<file path="config.mk">
export PLATFORM = sky130hd
export DESIGN_NAME = adc_share_arbiter
export DESIGN_NICKNAME = d
export VERILOG_FILES = /design/src/rtl/adc_share_arbiter.sv
export SDC_FILE = /design/constraint.sdc
export NUM_CORES = 1
export LEC_CHECK = 0
export ABC_CLOCK_PERIOD_IN_PS = 5200
export CAP_MARGIN = 20
export CORE_MARGIN = 2
export CORE_UTILIZATION = 51
export CTS_CLUSTER_DIAMETER = 120
export CTS_CLUSTER_SIZE = 24
export DETAILED_ROUTE_END_ITERATION = 10
export HOLD_SLACK_MARGIN = 0.12
export PLACE_DENSITY_LB_ADDON = 0.3
export SLEW_MARGIN = 20
export SYNTH_ARGS = -nofsm -noshare
export SYNTH_HDL_FRONTEND = slang
export SYNTH_SLANG_ARGS = --single-unit
</file>
<file path="constraint.sdc">
create_clock -name clock -period 5.2 [get_ports clock]
set_input_delay 0.52 -clock clock [delete_from_list [all_inputs] [get_ports clock]]
set_output_delay 0.52 -clock clock [all_outputs]
set_load 0.01 [all_outputs]
</file>
<file path="src/rtl/adc_share_arbiter.sv">
// adc_share_arbiter: shares one soc/eoc A/D converter among three dav_/rfd consumers in round-robin order.
// Optional eoc-wait timeout with sticky err output is enabled by defining ADC_ARB_TIMEOUT_EN.
module adc_share_arbiter #(
    parameter int W = 8
`ifdef ADC_ARB_TIMEOUT_EN
    ,parameter int TIMEOUT_CYCLES = 64
`endif
) (
    input  logic         clock,
    input  logic         reset_,
    input  logic [W-1:0] x,
    input  logic         eoc,
    output logic         soc,
    output logic [W-1:0] d1,
    output logic [W-1:0] d2,
    output logic [W-1:0] d3,
    input  logic         rfd1,
    input  logic         rfd2,
    input  logic         rfd3,
    output logic         dav1_,
    output logic         dav2_,
    output logic         dav3_
`ifdef ADC_ARB_TIMEOUT_EN
    ,output logic        err
`endif
);

    typedef enum logic [1:0] {S_IDLE, S_SOC, S_CONV, S_DAV} state_t;

    state_t       r_state, w_state_nxt;
    logic [1:0]   r_ptr, w_ptr_nxt;
    logic [1:0]   r_win, w_win_nxt;
    logic         r_soc, w_soc_nxt;
    logic [2:0]   r_dav_n, w_dav_n_nxt;
    logic [W-1:0] r_d [3];
    logic         w_cap;
    logic [2:0]   w_rfd;
    logic         w_any;
    logic [1:0]   w_pick;
    logic [1:0]   w_c1, w_c2;

`ifdef ADC_ARB_TIMEOUT_EN
    localparam int CW = $clog2(TIMEOUT_CYCLES + 1);
    logic [CW-1:0] r_cnt, w_cnt_nxt;
    logic          r_err, w_err_nxt;
    logic          w_tmo;
    assign w_tmo = (r_cnt == CW'(TIMEOUT_CYCLES - 1));
`endif

    function automatic logic [1:0] inc3(input logic [1:0] i);
        return (i == 2'd2) ? 2'd0 : i + 2'd1;
    endfunction

    assign w_rfd = {rfd3, rfd2, rfd1};
    assign w_c1  = inc3(r_ptr);
    assign w_c2  = inc3(w_c1);

    // First requester at or after the pointer, wrapping 3 -> 1.
    always_comb begin
        w_any  = 1'b1;
        w_pick = r_ptr;
        if (w_rfd[r_ptr])     w_pick = r_ptr;
        else if (w_rfd[w_c1]) w_pick = w_c1;
        else if (w_rfd[w_c2]) w_pick = w_c2;
        else                  w_any  = 1'b0;
    end

    always_comb begin
        w_state_nxt = r_state;
        w_ptr_nxt   = r_ptr;
        w_win_nxt   = r_win;
        w_soc_nxt   = r_soc;
        w_dav_n_nxt = r_dav_n;
        w_cap       = 1'b0;
`ifdef ADC_ARB_TIMEOUT_EN
        w_cnt_nxt   = '0;
        w_err_nxt   = r_err;
`endif
        case (r_state)
            S_IDLE: begin
                if (w_any && eoc) begin
                    w_win_nxt   = w_pick;
                    w_soc_nxt   = 1'b1;
                    w_state_nxt = S_SOC;
                end
            end
            S_SOC: begin
                if (!eoc) begin
                    w_soc_nxt   = 1'b0;
                    w_state_nxt = S_CONV;
                end
`ifdef ADC_ARB_TIMEOUT_EN
                else if (w_tmo) begin
                    w_soc_nxt   = 1'b0;
                    w_err_nxt   = 1'b1;
                    w_ptr_nxt   = inc3(r_win);
                    w_state_nxt = S_IDLE;
                end else begin
                    w_cnt_nxt = r_cnt + 1'b1;
                end
`endif
            end
            S_CONV: begin
                if (eoc) begin
                    w_cap                = 1'b1;
                    w_dav_n_nxt[r_win]   = 1'b0;
                    w_state_nxt          = S_DAV;
                end
`ifdef ADC_ARB_TIMEOUT_EN
                else if (w_tmo) begin
                    w_err_nxt   = 1'b1;
                    w_ptr_nxt   = inc3(r_win);
                    w_state_nxt = S_IDLE;
                end else begin
                    w_cnt_nxt = r_cnt + 1'b1;
                end
`endif
            end
            S_DAV: begin
                // A winner that already withdrew releases on the first DAV cycle.
                if (!w_rfd[r_win]) begin
                    w_dav_n_nxt[r_win] = 1'b1;
                    w_ptr_nxt          = inc3(r_win);
                    w_state_nxt        = S_IDLE;
                end
            end
            default: w_state_nxt = S_IDLE;
        endcase
    end

    always_ff @(posedge clock or negedge reset_) begin
        if (!reset_) r_state <= S_IDLE;
        else         r_state <= w_state_nxt;
    end

    always_ff @(posedge clock or negedge reset_) begin
        if (!reset_) begin
            r_ptr   <= 2'd0;
            r_win   <= 2'd0;
            r_soc   <= 1'b0;
            r_dav_n <= 3'b111;
            for (int i = 0; i < 3; i++) r_d[i] <= '0;
`ifdef ADC_ARB_TIMEOUT_EN
            r_cnt   <= '0;
            r_err   <= 1'b0;
`endif
        end else begin
            r_ptr   <= w_ptr_nxt;
            r_win   <= w_win_nxt;
            r_soc   <= w_soc_nxt;
            r_dav_n <= w_dav_n_nxt;
            if (w_cap) r_d[r_win] <= x;
`ifdef ADC_ARB_TIMEOUT_EN
            r_cnt   <= w_cnt_nxt;
            r_err   <= w_err_nxt;
`endif
        end
    end

    assign soc   = r_soc;
    assign d1    = r_d[0];
    assign d2    = r_d[1];
    assign d3    = r_d[2];
    assign dav1_ = r_dav_n[0];
    assign dav2_ = r_dav_n[1];
    assign dav3_ = r_dav_n[2];
`ifdef ADC_ARB_TIMEOUT_EN
    assign err   = r_err;
`endif

endmodule

</file>
==> metrics.txt, run 1 <==
Tcrit/Tclk final=0.3773; setup repair after global routing missed its margin=no; placed inst area=0.002002 sq mm; total number of nets in the final design=between 150 and 200; flops & latches, synth=34; Detail Route Antenna Nets=0; status=complete, no violations; number of distinct library cell variants in the gate-level netlist after synthesis=33; vias in the first global route=between 1000 and 1500; final RePlAce weighted congestion=0.8294; number of antenna violations at the first check in global routing=0; cell count after placement=between 150 and 200; final setup margin=approximately 3200 ps; gate family responsible for the most delay along the worst path=flip-flops; worst setup path class=register to output port; mapped cell area=between 0.0015 and 0.002 sq mm; number of buffers added for setup after CTS=0; slew at the pin closest to its max-slew limit=approximately 800 ps; Yosys warnings=0; number of rows in the core area=20; average size of a mapped cell=roughly 12 sq um; total power draw=around 1.3 mW; worst relative slew slack=0.4615; largest net degree at the start of global routing=35; portion of the post-synthesis area used by sequential elements=0.5438; Critical Path AT=around 1400 ps; floorplan die height=59.51 um; Fin Setup TNS=0 ps; timing-limited maximum frequency=~510 MHz; worst voltage drop across the vdd grid=372.3 uV; final WL=approximately 3300 um; TritonCTS Buffers=5; critical path data required time=4680 ps; launching element type of the critical path=register; CTS tree=built; initial core utilization=0.5233; global-route wire length before repair=roughly 5500 um; Ports=42; width of the die=59.51 um; final cell utilization of the core=0.6950; number of maximum-capacitance violations=0; area added between synthesis and finish=32.80%; hold slack=a little over 500 ps; post-route DRC violation count=0; GRT Resource Usage Total=0.2134; number of design-rule violations left by the first detailed-router iteration=72; Design Area, Final=~0.0021 sq mm; CTS resizes=0; static leakage=0.9138 nW; most common cell after layout, fill and taps aside=sky130_fd_sc_hd__clkdlybuf4s50_1; slowest CP cell=sky130_fd_sc_hd__dfstp_2; clock slew seen by the registers of the worst setup and hold paths=around 110 ps; source-to-sink clock delay at the later pin of the worst-skew pair=around 340 ps; first drt pass iteration count=4; dpl hpwl=between 2000 and 2500 um; Final Critical Period=1962 ps; detailed-route wire length per cell=between 15 and 20 um; H-tree depth=2; commonest cells after routing, fill and taps aside=sky130_fd_sc_hd__clkdlybuf4s50_1 (41), sky130_fd_sc_hd__dfrtp_1 (31), sky130_fd_sc_hd__mux2_2 (24); area of the core=around 0.003 sq mm; hold buffers post-CTS=0; floorplan die area=~0.0035 sq mm; final cell count without fillers=204; antenna cells=0; total count of max-transition violations in the final report=0; synthesized instance count=~130; number of endpoints with negative hold slack in the final report=0; Max Buffers Root-to-Sink=2; peak fanout along the critical path=3; count of endpoints failing setup in the final report=0; crit path cell chain=clkdlybuf4s50_1; Hold Crit Class=register to register; worst setup slack after placement=approximately 2900 ps; TritonCTS sink count=34; Via density=5.623; power density relative to cell area=around 600 mW/mm^2; fraction of final layout cells with drive strength greater than 1=0.2164; Setup Skew=around 7.5 ps; number of vias in the routed layout=~1100; critical path endpoint category=output port; CTS root buf=sky130_fd_sc_hd__clkbuf_4; worst path buffer plus inverter count=1; PortBufs=about 40; syn nets=about 150; Fillers=around 230; total gr overflow=0; worst stage delay on the critical path=570 ps
## where the power goes
part | switching (mW) | internal, mW
clock network | 0.0906 | 0.115
registers | 0.0915 | 0.394
logic | 0.234 | 0.333
total | 0.416 | 0.841
## cells in the mapped netlist, drive strengths merged
master	number	share of area
nor2	6	0.014
a31oi	1	0.0040
o21ai	3	0.0096
nor3	2	0.014
a32oi	1	0.0056
mux2	25	0.18
o311ai	1	0.0056
o221ai	2	0.011
and3	1	0.0040
a21o	2	0.0096
o32ai	2	0.011
nor4b	1	0.0056
nand3	2	0.0064
o31ai	1	0.0048
nor2b	2	0.0080
a21boi	1	0.0048
dfstp	3	0.050
ha	5	0.040
buf	3	0.014
o22ai	3	0.012
nand2b	2	0.0080
a21oi	4	0.013
inv	10	0.024
clkbuf	2	0.0048
dfrtp	31	0.49
o41ai	1	0.0056
a211oi	1	0.0048
mux2i	2	0.013
a221oi	1	0.0096
nand2	5	0.012
## cells by family (layout without fill, tap and decap cells)
family / Yosys count / count (layout) / synth area share
AO/OA/AOI/OAI: 24 / 24 / 0.1107
adder cells (fa/ha/maj): 5 / 5 / 0.03981
AND/OR/NAND/NOR: 21 / 21 / 0.07166
multiplexers: 27 / 27 / 0.1919
flip-flops: 34 / 34 / 0.5438
buffers and inverters: 15 / 60 / 0.04220
## worst paths after layout
kind | depth (start not counted) | to | slack (ps) | startpoint
setup / recovery | 1 | dav3_ | 3240 | register
hold / removal | 2 | soc$_DFFE_PN0P_ | 510 | soc$_DFFE_PN0P_
setup reg to reg | 5 | d1[0]$_DFFE_PN0P_ | 3310 | r_state[0]$_DFFE_PN0P_
hold reg to reg | 2 | soc$_DFFE_PN0P_ | 510 | soc$_DFFE_PN0P_
max in group asynchronous | 2 | async pin | 4300 | reset_
min in group asynchronous | 2 | r_ptr[1]$_DFFE_PN0P_ | 570 | reset_
## sequential cells by signal, summed over array words and instances (netlist names), named ones only
| signal | flops |
|---|---|
| soc | 1 |
| d1 | 8 |
| d3 | 8 |
| d2 | 8 |
| r_state | 2 |
| r_win | 2 |
| r_ptr | 2 |
## per-layer routing
metal | GRT usage | up-vias | wire length [um]
li1 | - | 541 | -
met1 | 0.2725 | 551 | 1394
met2 | 0.3250 | 47 | 1567
met3 | 0.06550 | 8 | 232
met4 | 0.1143 | 0 | 75
met5 | 0 | - | 0
## cell type report
cell class              count  area, sq um  share of cell area
clock inverters             1        30.03             0.01439
flip-flops and latches     34        854.6              0.4095
clock buffers               7        55.05             0.02638
inverters                  10        37.54             0.01799
well taps                  33        41.29             0.01978
multi-input cells          77        650.6              0.3118
repair buffers             42        417.9              0.2002
No activity file was read; power rests on OpenSTA's default activity.
==> run 2, diff against run 1 <==
Settings changed: ABC_CLOCK_PERIOD_IN_PS 5200 to 1990, CORE_UTILIZATION 51 to 47.
Clock period 5.2 ns to 1.99 ns, I/O delays scaled along.
==> run 2 against run 1 <==
Against the previous run:
- core utilization is 0.94 points lower
- count of clock-buffer cells in the layout is 1 lower
- clock skew is 2.5 ps higher
- highest routed layer unchanged
- register-to-register slack worse by 3100 ps
- global-route usage is 1.2 points lower
- combinational power grew to 2.7 times the previous value
- critical path type is now register to register
- cell area is 2.8% higher
- sequential share of layout area is 1.1 points lower
==> metrics.txt, run 2 (synthesized netlist as in run 1, its figures left out) <==
cell count after placement=around 210; source-to-sink clock delay at the later pin of the worst-skew pair=about 340 ps; width of the die=~62 um; area added between synthesis and finish=36.47%; total number of nets in the final design=196; initial core utilization=0.5024; worst stage delay on the critical path=between 300 and 400 ps; floorplan die height=approximately 62 um; number of maximum-capacitance violations=0; Ports=42; GRT Resource Usage Total=0.2013; Fin Setup TNS=0 ps; TritonCTS sink count=34; Max Buffers Root-to-Sink=2; Final Critical Period=between 1500 and 2000 ps; largest net degree at the start of global routing=35; most common cell after layout, fill and taps aside=sky130_fd_sc_hd__clkdlybuf4s50_1; setup repair after global routing missed its margin=no; placed inst area=0.002081 sq mm; dpl hpwl=2505 um; slew at the pin closest to its max-slew limit=~500 ps; worst relative slew slack=0.6653; Combinational Power Share=0.477; CTS tree=built; global-route wire length before repair=~5500 um; critical path data required time=approximately 2200 ps; PortBufs=just over 40; total count of max-transition violations in the final report=0; TritonCTS Buffers=5; peak fanout along the critical path=8; Critical Path AT=approximately 2000 ps; crit path cell chain=inv_1 > ha_1 > nor2_1 > o221ai_1 > a221oi_2 > mux2_1; timing-limited maximum frequency=about 550 MHz; first drt pass iteration count=4; number of antenna violations at the first check in global routing=0; clock slew seen by the registers of the worst setup and hold paths=100 ps; number of rows in the core area=20; number of endpoints with negative hold slack in the final report=0; number of buffers added for setup after CTS=0; hold buffers post-CTS=0; power density relative to cell area=1493 mW/mm^2; launching element type of the critical path=register; portion of total power attributed to sequential cells=0.397; post-route DRC violation count=0; slowest CP cell=sky130_fd_sc_hd__dfrtp_1; static leakage=0.9373 nW; floorplan die area=about 0.0038 sq mm; final WL=between 3000 and 4000 um; vias in the first global route=between 1000 and 1500; worst voltage drop across the vdd grid=875.9 uV; power spent charging and discharging nets=around 1.1 mW; worst setup slack after placement=between 100 and 150 ps; share of power burned in the clock network=0.126; commonest cells after routing, fill and taps aside=sky130_fd_sc_hd__clkdlybuf4s50_1 (41), sky130_fd_sc_hd__dfrtp_1 (31), sky130_fd_sc_hd__mux2_2 (24); CTS resizes=0; critical path endpoint category=register; final setup margin=between 150 and 200 ps; Via density=between 5 and 6; CTS root buf=sky130_fd_sc_hd__clkbuf_4; final RePlAce weighted congestion=0.8720; total power draw=approximately 3.2 mW; H-tree depth=2; Cell Int Power=between 2 and 2.5 mW; Detail Route Antenna Nets=0; status=complete, no violations; Sw Ratio=0.3438; count of endpoints failing setup in the final report=0; detailed-route wire length per cell=roughly 15 um; worst setup path class=register to register; Design Area, Final=roughly 0.0021 sq mm; number of vias in the routed layout=1163; Setup Skew=approximately 10 ps; Tcrit/Tclk final=0.9056; final cell count without fillers=222; Hold Crit Class=input pin to async pin; antenna cells=0; area of the core=0.003128 sq mm; total gr overflow=0; number of design-rule violations left by the first detailed-router iteration=76; fraction of final layout cells with drive strength greater than 1=0.2528
==> run 2: cell type report <==
class | count | area (sq um)
Timing Repair Buffer | 49 | 483.0
Tap cell | 44 | 55.05
Clock inverter | 2 | 12.51
Clock buffer | 6 | 51.30
Multi-Input combinational cell | 77 | 650.6
Fill cell | 242 | 983.4
Inverter | 10 | 37.54
Sequential cell | 34 | 854.6
==> run 2: per-stage QoR <==
step           hold slack, ps  utilization
2_1_floorplan          -96.59            -
3_3_place_gp            487.4       0.6652
3_5_place_dp            492.1       0.6652
4_1_cts                 261.0       0.6856
5_1_grt                 280.9       0.6856
6_report                252.0       0.6856
==> run 2: layer usage <==
| layer | global-route usage | part of all wire | up-vias |
|---|---|---|---|
| met3 | 0.05176 | 0.059 | 7 |
| met4 | 0.09119 | 0.015 | 0 |
| li1 | - | - | 562 |
| met2 | 0.3444 | 0.51 | 35 |
| met5 | 0 | 0 | - |
| met1 | 0.2380 | 0.42 | 559 |
==> run 2: power by group through the flow <==
stage | Combinational [mW] | Sequential [mW] | Clock, mW
floorplan | 0.711 | 1.33 | 0
global placement | 1.49 | 1.25 | 0
detailed placement | 1.54 | 1.29 | 0
CTS | 1.55 | 1.28 | 0.417
global route | 1.67 | 1.32 | 0.445
finish | 1.53 | 1.27 | 0.405
==> run 2: worst paths after layout <==
kind | start | endpoint | slack [ps] | cells past startpoint
min in group clock | x[2] | d3[2]$_DFFE_PN0P_ | 510 | 2
max reg2reg | r_state[0]$_DFFE_PN0P_ | r_state[1]$_DFFE_PN0P_ | 190 | 6
min reg2reg | d3[3]$_DFFE_PN0P_ | d3[3]$_DFFE_PN0P_ | 520 | 1
max in group asynchronous | reset_ | async pin | 1400 | 2
min | reset_ | d3[1]$_DFFE_PN0P_ | 250 | 2
max | r_state[0]$_DFFE_PN0P_ | r_state[1]$_DFFE_PN0P_ | 190 | 6
==> run 2: worst max-delay path, delay by kind of cell, from the launching register on <==
| family | cells | cell delay [ps] |
|---|---|---|
| compound gates | 2 | 410 |
| simple gates | 1 | 130 |
| mux | 1 | 360 |
| buf+inv | 1 | 90 |
| flops | 1 | 390 |
| fa+ha+maj | 1 | 300 |
==> run 3, diff against run 2 <==
Settings changed: CORE_ASPECT_RATIO set to 2, PLACE_DENSITY set to 0.78, PLACE_DENSITY_LB_ADDON 0.3 to not set.
==> run 3 against run 2 <==
Against the previous run:
- count of clock-buffer cells in the layout stayed put
- core utilization is 2.7 points lower
- non-clock buffer count is 4 lower
- register-to-register slack hardly changed
- cell count is 7.7% lower
- wire length is 4.9% higher
- die area is 0.72% higher
- worst setup slack better by 5.9 ps
- first-iteration DRC count is 78% lower
- highest routed layer unchanged
==> metrics.txt, run 3 (synthesized netlist as in run 1, its figures left out) <==
status=complete, no violations; power spent charging and discharging nets=about 1.1 mW; TritonCTS sink count=34; Sw Ratio=0.3397; area of the core=between 0.003 and 0.004 sq mm; detailed-route wire length per cell=17.09 um; worst relative slew slack=0.5902; launching element type of the critical path=register; commonest cells after routing, fill and taps aside=sky130_fd_sc_hd__clkdlybuf4s50_1 (41), sky130_fd_sc_hd__dfrtp_1 (31), sky130_fd_sc_hd__mux2_2 (24); Combinational Power Share=0.459; Via density=5.683; hold buffers post-CTS=0; number of rows in the core area=29; initial core utilization=0.4922; Max Buffers Root-to-Sink=2; Tcrit/Tclk final=0.9026; critical path endpoint category=register; timing-limited maximum frequency=~560 MHz; CTS tree=built; Ports=between 40 and 50; Fin Setup TNS=0 ps; Detail Route Antenna Nets=0; worst voltage drop across the vdd grid=approximately 990 uV; count of endpoints failing setup in the final report=0; total count of max-transition violations in the final report=0; final WL=between 3000 and 4000 um; largest net degree at the start of global routing=35; slew at the pin closest to its max-slew limit=slightly above 600 ps; first drt pass iteration count=4; number of vias in the routed layout=1165; most common cell after layout, fill and taps aside=sky130_fd_sc_hd__clkdlybuf4s50_1; total gr overflow=0; number of maximum-capacitance violations=0; power density relative to cell area=roughly 1500 mW/mm^2; clock slew seen by the registers of the worst setup and hold paths=about 70 ps; worst setup path class=register to register; final RePlAce weighted congestion=about 0.84; share of power burned in the clock network=0.150; number of design-rule violations left by the first detailed-router iteration=17; number of buffers added for setup after CTS=0; number of antenna violations at the first check in global routing=0; fraction of final layout cells with drive strength greater than 1=0.2299; vias in the first global route=between 1000 and 1500; area added between synthesis and finish=33.92%; critical path data required time=~2200 ps; Final Critical Period=1796 ps; Critical Path AT=between 1500 and 2000 ps; setup repair after global routing missed its margin=no; floorplan die height=between 80 and 90 um; PortBufs=41; global-route wire length before repair=a little under 6000 um; CTS resizes=0; width of the die=44.89 um; H-tree depth=2; CTS root buf=sky130_fd_sc_hd__clkbuf_8; total number of nets in the final design=between 150 and 200; static leakage=between 0.9 and 1 nW; GRT Resource Usage Total=0.2133; source-to-sink clock delay at the later pin of the worst-skew pair=around 280 ps; Setup Skew=about 8.5 ps; Cell Int Power=about 2.2 mW; portion of total power attributed to sequential cells=0.391; floorplan die area=roughly 0.0039 sq mm; antenna cells=0; number of endpoints with negative hold slack in the final report=0; peak fanout along the critical path=8; Hold Crit Class=input pin to async pin; post-route DRC violation count=0; TritonCTS Buffers=5; total power draw=around 3.3 mW; dpl hpwl=around 2600 um
==> run 3: cell type report <==
cell class / count / area, sq um
Sequential cell: 34 / 854.6
Clock inverter: 2 / 10.01
Inverter: 10 / 37.54
Clock buffer: 6 / 72.57
Timing Repair Buffer: 45 / 440.4
Multi-Input combinational cell: 77 / 650.6
Fill cell: 256 / 1089
Tap cell: 31 / 38.79
==> run 3: stage by stage <==
stage / hold slack [ps] / area (sq um) / utilization / setup WS (ps) / instances
finish: 311.8 / 2105 / 0.6591 / 193.8 / 205
detailed placement: 489.7 / 2022 / 0.6332 / 110.1 / 197
CTS: 328.2 / 2105 / 0.6591 / 172.4 / 205
global placement: 488.1 / 2022 / 0.6332 / 167.7 / 197
global route: 370.3 / 2105 / 0.6591 / 27.43 / 205
floorplan: -96.59 / 1572 / - / 269.1 / 126
==> run 3: power groups by stage <==
stage,clock [mW],sequential (mW),combinational (mW)
2_1_floorplan,0,1.33,0.711
3_3_place_gp,0,1.27,1.46
3_5_place_dp,0,1.29,1.51
4_1_cts,0.499,1.28,1.52
5_1_grt,0.534,1.32,1.64
6_report,0.487,1.28,1.50
==> run 3: layer usage <==
metal	track usage	part of all wire	up-vias	wire length (um)
li1	-	-	544	-
met1	0.2341	0.37	577	1308
met2	0.3676	0.56	37	1949
met3	0.06316	0.051	7	177
met4	0.08824	0.019	0	68
met5	0	0	-	0
==> run 3: final timing paths <==
path                                           to  depth (start not counted)  slack [ps]              startpoint
min in group clock                soc$_DFFE_PN0P_                          2         500         soc$_DFFE_PN0P_
max in group asynchronous               async pin                          2        1340                  reset_
min                          r_win[0]$_DFFE_PN0P_                          2         310                  reset_
max                        r_state[1]$_DFFE_PN0P_                          6         190  r_state[0]$_DFFE_PN0P_
max reg2reg                r_state[1]$_DFFE_PN0P_                          6         190  r_state[0]$_DFFE_PN0P_
min reg2reg                       soc$_DFFE_PN0P_                          2         500         soc$_DFFE_PN0P_
==> run 3: critical path, cell delays in order (launching register included) <==
cell and delay (ps):
sky130_fd_sc_hd__dfrtp_1 380, sky130_fd_sc_hd__inv_1 100, sky130_fd_sc_hd__ha_1 310, sky130_fd_sc_hd__nor2_1 140, sky130_fd_sc_hd__o221ai_1 140, sky130_fd_sc_hd__a221oi_2 270
sky130_fd_sc_hd__mux2_1 350
